### config.mk
export PLATFORM = sky130hd
export DESIGN_NAME = minmax_stream_acc_flat
export DESIGN_NICKNAME = d
export VERILOG_FILES = /design/src/rtl/minmax_stream_acc_if.sv /design/src/rtl/minmax_stream_acc.sv /design/src/flat_wrapper.sv
export SDC_FILE = /design/constraint.sdc
export NUM_CORES = 1
export LEC_CHECK = 0
export CAP_MARGIN = 20
export CELL_PAD_IN_SITES_DETAIL_PLACEMENT = 0
export CELL_PAD_IN_SITES_GLOBAL_PLACEMENT = 1
export CORE_MARGIN = 2
export CORE_UTILIZATION = 49
export DETAILED_ROUTE_END_ITERATION = 7
export DONT_BUFFER_PORTS = 1
export GPL_TIMING_DRIVEN = 0
export PLACE_DENSITY = 0.85
export SYNTH_ARGS = -nofsm -noshare
export SYNTH_HDL_FRONTEND = slang
export SYNTH_SLANG_ARGS = --single-unit
### constraint.sdc
create_clock -name clk -period 2.6 [get_ports clk]
set_input_delay 0.52 -clock clk [delete_from_list [all_inputs] [get_ports clk]]
set_output_delay 0.52 -clock clk [all_outputs]
set_load 0.01 [all_outputs]
### src/rtl/minmax_stream_acc_if.sv
// minmax_stream_acc_if: beat-in / result-out bundle for minmax_stream_acc.
//   in_vld/in_rdy/in_val/in_idx/in_last : one local winner per upstream beat
//   out_vld/out_rdy/out_val/out_idx/out_cnt/out_ovf : frame-global result
// slave  = the accumulator stage, master = the upstream/downstream environment.
interface minmax_stream_acc_if #(
  parameter int DATA_WIDTH = 16,
  parameter int PORT       = 4,
  parameter int IDX_WIDTH  = 16
);
  localparam int LW = $clog2(PORT);
  localparam int BW = IDX_WIDTH - LW;

  logic                  in_vld;
  logic                  in_rdy;
  logic [DATA_WIDTH-1:0] in_val;
  logic [LW-1:0]         in_idx;
  logic                  in_last;
  logic                  out_vld;
  logic                  out_rdy;
  logic [DATA_WIDTH-1:0] out_val;
  logic [IDX_WIDTH-1:0]  out_idx;
  logic [BW-1:0]         out_cnt;
  logic                  out_ovf;

  modport slave (
    input  in_vld, in_val, in_idx, in_last, out_rdy,
    output in_rdy, out_vld, out_val, out_idx, out_cnt, out_ovf
  );

  modport master (
    output in_vld, in_val, in_idx, in_last, out_rdy,
    input  in_rdy, out_vld, out_val, out_idx, out_cnt, out_ovf
  );
endinterface

### src/rtl/minmax_stream_acc.sv
// minmax_stream_acc: accumulates the running min (MINMAX=0) or max (MINMAX=1)
// over a frame of beats, each beat carrying one local winner value + lane.
// Reports frame winner value, global index {beat number, lane}, beat count
// (saturating) and an overflow flag.
//   clk   : clock, rising edge
//   rst_n : asynchronous active-low reset
//   bus   : minmax_stream_acc_if.slave (beat input / result output)
//
// state  | meaning
// ST_ACC | accepting beats (in_rdy=1, out_vld=0)
// ST_OUT | presenting frame result (in_rdy=0, out_vld=1)
module minmax_stream_acc #(
  parameter int DATA_WIDTH = 16,
  parameter int PORT       = 4,
  parameter int IDX_WIDTH  = 16,
  parameter bit MINMAX     = 1'b0
) (
  input  logic                clk,
  input  logic                rst_n,
  minmax_stream_acc_if.slave  bus
);
  localparam int LW = $clog2(PORT);
  localparam int BW = IDX_WIDTH - LW;
  localparam logic [BW-1:0] CNT_MAX = '1;

  typedef enum logic {ST_ACC, ST_OUT} state_t;

  state_t                state_q, state_d;
  logic [BW-1:0]         beat_cnt_q, beat_cnt_d;
  logic [DATA_WIDTH-1:0] acc_val_q, acc_val_d;
  logic [IDX_WIDTH-1:0]  acc_idx_q, acc_idx_d;
  logic                  ovf_q, ovf_d;
  logic [DATA_WIDTH-1:0] out_val_q, out_val_d;
  logic [IDX_WIDTH-1:0]  out_idx_q, out_idx_d;
  logic [BW-1:0]         out_cnt_q, out_cnt_d;
  logic                  out_ovf_q, out_ovf_d;

  logic accept;
  logic better;

  assign accept = bus.in_vld && (state_q == ST_ACC);
  // Strict compare: ties keep the earlier beat, i.e. lowest global index wins.
  assign better = MINMAX ? (bus.in_val > acc_val_q) : (bus.in_val < acc_val_q);

  always_comb begin
    state_d    = state_q;
    beat_cnt_d = beat_cnt_q;
    acc_val_d  = acc_val_q;
    acc_idx_d  = acc_idx_q;
    ovf_d      = ovf_q;
    out_val_d  = out_val_q;
    out_idx_d  = out_idx_q;
    out_cnt_d  = out_cnt_q;
    out_ovf_d  = out_ovf_q;

    case (state_q)
      ST_ACC: begin
        if (accept) begin
          if (beat_cnt_q == '0) begin
            acc_val_d = bus.in_val;
            acc_idx_d = {{BW{1'b0}}, bus.in_idx};
          end else if (better) begin
            acc_val_d = bus.in_val;
            // Past saturation the beat field stays at CNT_MAX.
            acc_idx_d = {beat_cnt_q, bus.in_idx};
          end
          if (beat_cnt_q == CNT_MAX) begin
            ovf_d = 1'b1;
          end else begin
            beat_cnt_d = beat_cnt_q + 1'b1;
          end
          if (bus.in_last) begin
            state_d   = ST_OUT;
            out_val_d = acc_val_d;
            out_idx_d = acc_idx_d;
            out_cnt_d = beat_cnt_d;
            out_ovf_d = ovf_d;
          end
        end
      end
      ST_OUT: begin
        if (bus.out_rdy) begin
          state_d    = ST_ACC;
          beat_cnt_d = '0;
          ovf_d      = 1'b0;
        end
      end
      default: state_d = ST_ACC;
    endcase
  end

  always_ff @(posedge clk or negedge rst_n) begin
    if (!rst_n) begin
      state_q    <= ST_ACC;
      beat_cnt_q <= '0;
      acc_val_q  <= '0;
      acc_idx_q  <= '0;
      ovf_q      <= 1'b0;
      out_val_q  <= '0;
      out_idx_q  <= '0;
      out_cnt_q  <= '0;
      out_ovf_q  <= 1'b0;
    end else begin
      state_q    <= state_d;
      beat_cnt_q <= beat_cnt_d;
      acc_val_q  <= acc_val_d;
      acc_idx_q  <= acc_idx_d;
      ovf_q      <= ovf_d;
      out_val_q  <= out_val_d;
      out_idx_q  <= out_idx_d;
      out_cnt_q  <= out_cnt_d;
      out_ovf_q  <= out_ovf_d;
    end
  end

  assign bus.in_rdy  = (state_q == ST_ACC);
  assign bus.out_vld = (state_q == ST_OUT);
  assign bus.out_val = out_val_q;
  assign bus.out_idx = out_idx_q;
  assign bus.out_cnt = out_cnt_q;
  assign bus.out_ovf = out_ovf_q;
endmodule

### src/flat_wrapper.sv
// flat-port wrapper written by rule: the top's interface ports become plain ports
module minmax_stream_acc_flat 
#(
  parameter int DATA_WIDTH = 16,
  parameter int PORT       = 4,
  parameter int IDX_WIDTH  = 16,
  parameter bit MINMAX     = 1'b0
)
  (clk, rst_n, bus_in_vld, bus_in_val, bus_in_idx, bus_in_last, bus_out_rdy, bus_in_rdy, bus_out_vld, bus_out_val, bus_out_idx, bus_out_cnt, bus_out_ovf);
  minmax_stream_acc_if #(.DATA_WIDTH(DATA_WIDTH), .PORT(PORT), .IDX_WIDTH(IDX_WIDTH)) bus_i ();
  input  logic clk;
  input  logic rst_n;
  input wire logic [$bits(bus_i.in_vld)-1:0] bus_in_vld;
  input wire logic [$bits(bus_i.in_val)-1:0] bus_in_val;
  input wire logic [$bits(bus_i.in_idx)-1:0] bus_in_idx;
  input wire logic [$bits(bus_i.in_last)-1:0] bus_in_last;
  input wire logic [$bits(bus_i.out_rdy)-1:0] bus_out_rdy;
  output wire logic [$bits(bus_i.in_rdy)-1:0] bus_in_rdy;
  output wire logic [$bits(bus_i.out_vld)-1:0] bus_out_vld;
  output wire logic [$bits(bus_i.out_val)-1:0] bus_out_val;
  output wire logic [$bits(bus_i.out_idx)-1:0] bus_out_idx;
  output wire logic [$bits(bus_i.out_cnt)-1:0] bus_out_cnt;
  output wire logic [$bits(bus_i.out_ovf)-1:0] bus_out_ovf;
  assign bus_i.in_vld = bus_in_vld;
  assign bus_i.in_val = bus_in_val;
  assign bus_i.in_idx = bus_in_idx;
  assign bus_i.in_last = bus_in_last;
  assign bus_i.out_rdy = bus_out_rdy;
  assign bus_in_rdy = bus_i.in_rdy;
  assign bus_out_vld = bus_i.out_vld;
  assign bus_out_val = bus_i.out_val;
  assign bus_out_idx = bus_i.out_idx;
  assign bus_out_cnt = bus_i.out_cnt;
  assign bus_out_ovf = bus_i.out_ovf;
  minmax_stream_acc #(.DATA_WIDTH(DATA_WIDTH), .PORT(PORT), .IDX_WIDTH(IDX_WIDTH), .MINMAX(MINMAX)) u_core (.clk(clk), .rst_n(rst_n), .bus(bus_i));
endmodule
==> results.cfg <==
[outcome]
status = complete, but fails checks
violations = hold timing

[yosys]
ys_warn_count = 0
synthTopCellsByArea = dfrtp_1 (51%), nand2_1 (5.5%), ha_1 (4.6%), mux2i_1 (4.5%), a21oi_1 (3.9%)
syn_inst = 477
avgSynthCellArea_um2 = 9.71
syn-num-nets = 517
yosysTopAreaCellShare = 0.513
synthDistinctLibCells = 46
synth_area_um2 = 4630
synth-seq-cells = 95
synth_largest_area_cell = dfrtp_1
synth-seq-area-share = 0.513

[global_routing]
track_usage = 0.233
grt_pass1_wl_mm = 18.5
grt_pass1_vias = 3639
antenna_found_initial = 0
grt_max_degree = 96
grt_overflow = 0

[sta]
fin_crit_sh = 0.943
rsz0062_at_grt = yes
hold_viol_final = 95
clock.fmax_ghz = 0.408
finClkSkew_ps = 11.9
finalHoldWorstSlack_ps = -156
final-setup-viol-count = 0
worst_pin_slew_ps = 610
tns_ps = 0
setup_ws_ps = 149
drv_slew = 0
slew_headroom = 0.593
fin_crit_ps = 2450

[cells_and_area]
drive_above_1_share = 0.0905
nets = 532
syn2layout_area_growth_pct = 9.97
diodes = 0
multi_input_area_um2 = 2090
register_area_um2 = 2380
fillCellCount = 823

[clocking]
cts_tree = done
numCtsBuffers = 9
cts_num_sinks = 95
cts-htree-levels = 3
clkTransAtPathRegs_ps = 100
clk_path_buf_depth = 2
worstSkewPairLatency_ps = 360
cts-root-buf = clkbuf_8

[floorplanning]
die_height_um = 101
initial_core_util = 0.504
ios = 72
core_area_um2 = 9200
die_width_um = 101
std_cell_rows = 35
dieArea_um2 = 10200

[power_and_ir_drop]
net-switching-power_mw = 1.83
p_int_mw = 3.08
switching_share = 0.373
seqPwrFrac = 0.434
total_power_mw = 4.91
power.density_nw_per_um2 = 965
ir_worst_vdd_mv = 0.410
p_clk_frac = 0.216
p_comb_frac = 0.350
cellLeakagePower_nw = 2.23

[min_path]
hold_class = input pin to asynchronous set/reset pin

[drt]
drc_errors = 0
viasPerCell = 5.92
first_iter_violations = 205
wirelength_mm = 11.4
antenna_left = 0
firstDrtPassIters = 4
vias = 3602
wl_per_cell_um = 18.8

[critical_path]
path_buf_inv = 3
cp.arrival_ps = 2690
critical_path.most_common_cell = buf_4
worst_setup_path_end_kind = flop
cp_slowest_cell = dfrtp_1
critPathMaxStageDelay_ps = 390
critPathKind = flop to flop
required_ps = 2840
crit_chain = inv_1 > ha_1 > a21oi_1 > o21ai_0 > a221oi_2 > buf_4 > a31oi_4 > buf_4 > nor2_4 > mux2_1
crit_fanout = 8
cpLargestDelayFamily = compound AO/OA/AOI/OAI gates
critPathLaunchType = flop

[placement]
portBuffers = 0
dp_slack_ps = -222
gp_congestion = 0.856
hpwl_mm = 7.92

[job]
drv_cap = 0
## what timing repair did
action	4_1_cts	5_1_grt
gates resized for setup	5	18
hold endpoints to repair	95	95
pin swaps	2	5
buffers inserted	3	1
endpoints found under the setup margin	34	73
## flip-flops by register name, summed over array words and instances (netlist names)
signal	count
u_core.bus.out_ovf	1
u_core.bus.out_vld	1
u_core.bus.out_cnt	14
u_core.beat_cnt_q	14
u_core.ovf_q	1
u_core.acc_val_q	16
u_core.acc_idx_q	16
u_core.bus.out_val	16
u_core.bus.out_idx	16
## synth_stat cells (all sizes together)
cell and instances:
dfrtp 95, nand2 68, o21ai 46, a21oi 36
nor2 32, clkbuf 22, mux2i 21, inv 20
ha 17, o22ai 16, a22o 14, a31oi 12
buf 12, a22oi 8, nand3 8, xnor2 5
and3 4, nand4 4, o31ai 4, xor2 4
nand2b 3, nor4 3, a221oi 2, and2 2
and4 2, mux2 2, nor2b 2, nor3 2
a21boi 1, a32o 1, nand3b 1, nor3b 1
nor4b 1, o21a 1, o221ai 1, o311ai 1
o41ai 1, or3 1, or4 1
## final cells by class
class / instances / share of cell area
flip-flops and latches: 95 / 0.467
multi-input cells: 328 / 0.410
plain buffers: 34 / 0.0327
clock buffers: 12 / 0.0324
well taps: 111 / 0.0273
inverters: 20 / 0.0147
clock inverters: 4 / 0.0103
repair buffers: 4 / 0.00590
## stage by stage
stage,cell area [um^2],utilization,cells
after floorplan,4630,-,477
after global placement,4770,0.519,588
after detailed placement,4770,0.519,588
after CTS,5040,0.548,607
after global routing,5090,0.554,608
final,5090,0.554,608
## logic make-up after synthesis
| family | Yosys count | share of synthesized area |
|---|---|---|
| buf+inv | 54 | 0.0475 |
| compound gates | 144 | 0.191 |
| simple gates | 135 | 0.135 |
| mux | 23 | 0.0502 |
| flops | 95 | 0.513 |
| xor+xnor | 9 | 0.0170 |
| fa+ha+maj | 17 | 0.0459 |
## path summary, 6_finish.rpt
kind,cells after the start,startpoint,slack (ps),endpoint
max reg2reg,10,u_core.acc_val_q[7],150,u_core.acc_idx_q[0]
min reg2reg,1,u_core.acc_idx_q[1],490,u_core.acc_idx_q[1]
min,0,rst_n,-160,u_core.bus.out_val[5]
max in group asynchronous,0,rst_n,2630,u_core.beat_cnt_q[5]
min in group clk,1,bus_out_rdy,250,u_core.bus.out_vld
max,10,u_core.acc_val_q[7],150,u_core.acc_idx_q[0]
## power groups by stage
stage / combinational (mW) / clock, mW / sequential, mW
floorplan: 1.23 / 0 / 2.10
global placement: 1.52 / 0 / 2.15
detailed placement: 1.56 / 0 / 2.17
CTS: 1.66 / 1.07 / 2.14
global route: 1.92 / 1.14 / 2.18
finish: 1.72 / 1.06 / 2.13
## placed cells by master (no fill, tap or decap), types with 9 or more instances in the layout
master / n
o21ai_1: 10
clkbuf_8: 12
o21ai_0: 35
ha_1: 17
inv_1: 20
a21oi_1: 36
o22ai_1: 16
mux2i_1: 21
a22o_1: 14
a31oi_1: 10
clkbuf_1: 19
dfrtp_1: 95
nor2_1: 31
buf_4: 9
nand2_1: 68
## routing by layer
metal	GRT usage	vias up	wire, um
met5	0	-	0
met4	0.0800	0	177
met3	0.0524	14	756
met2	0.366	99	5420
met1	0.320	1773	5100
li1	-	1716	-
Power figures use the tool's default switching activity.
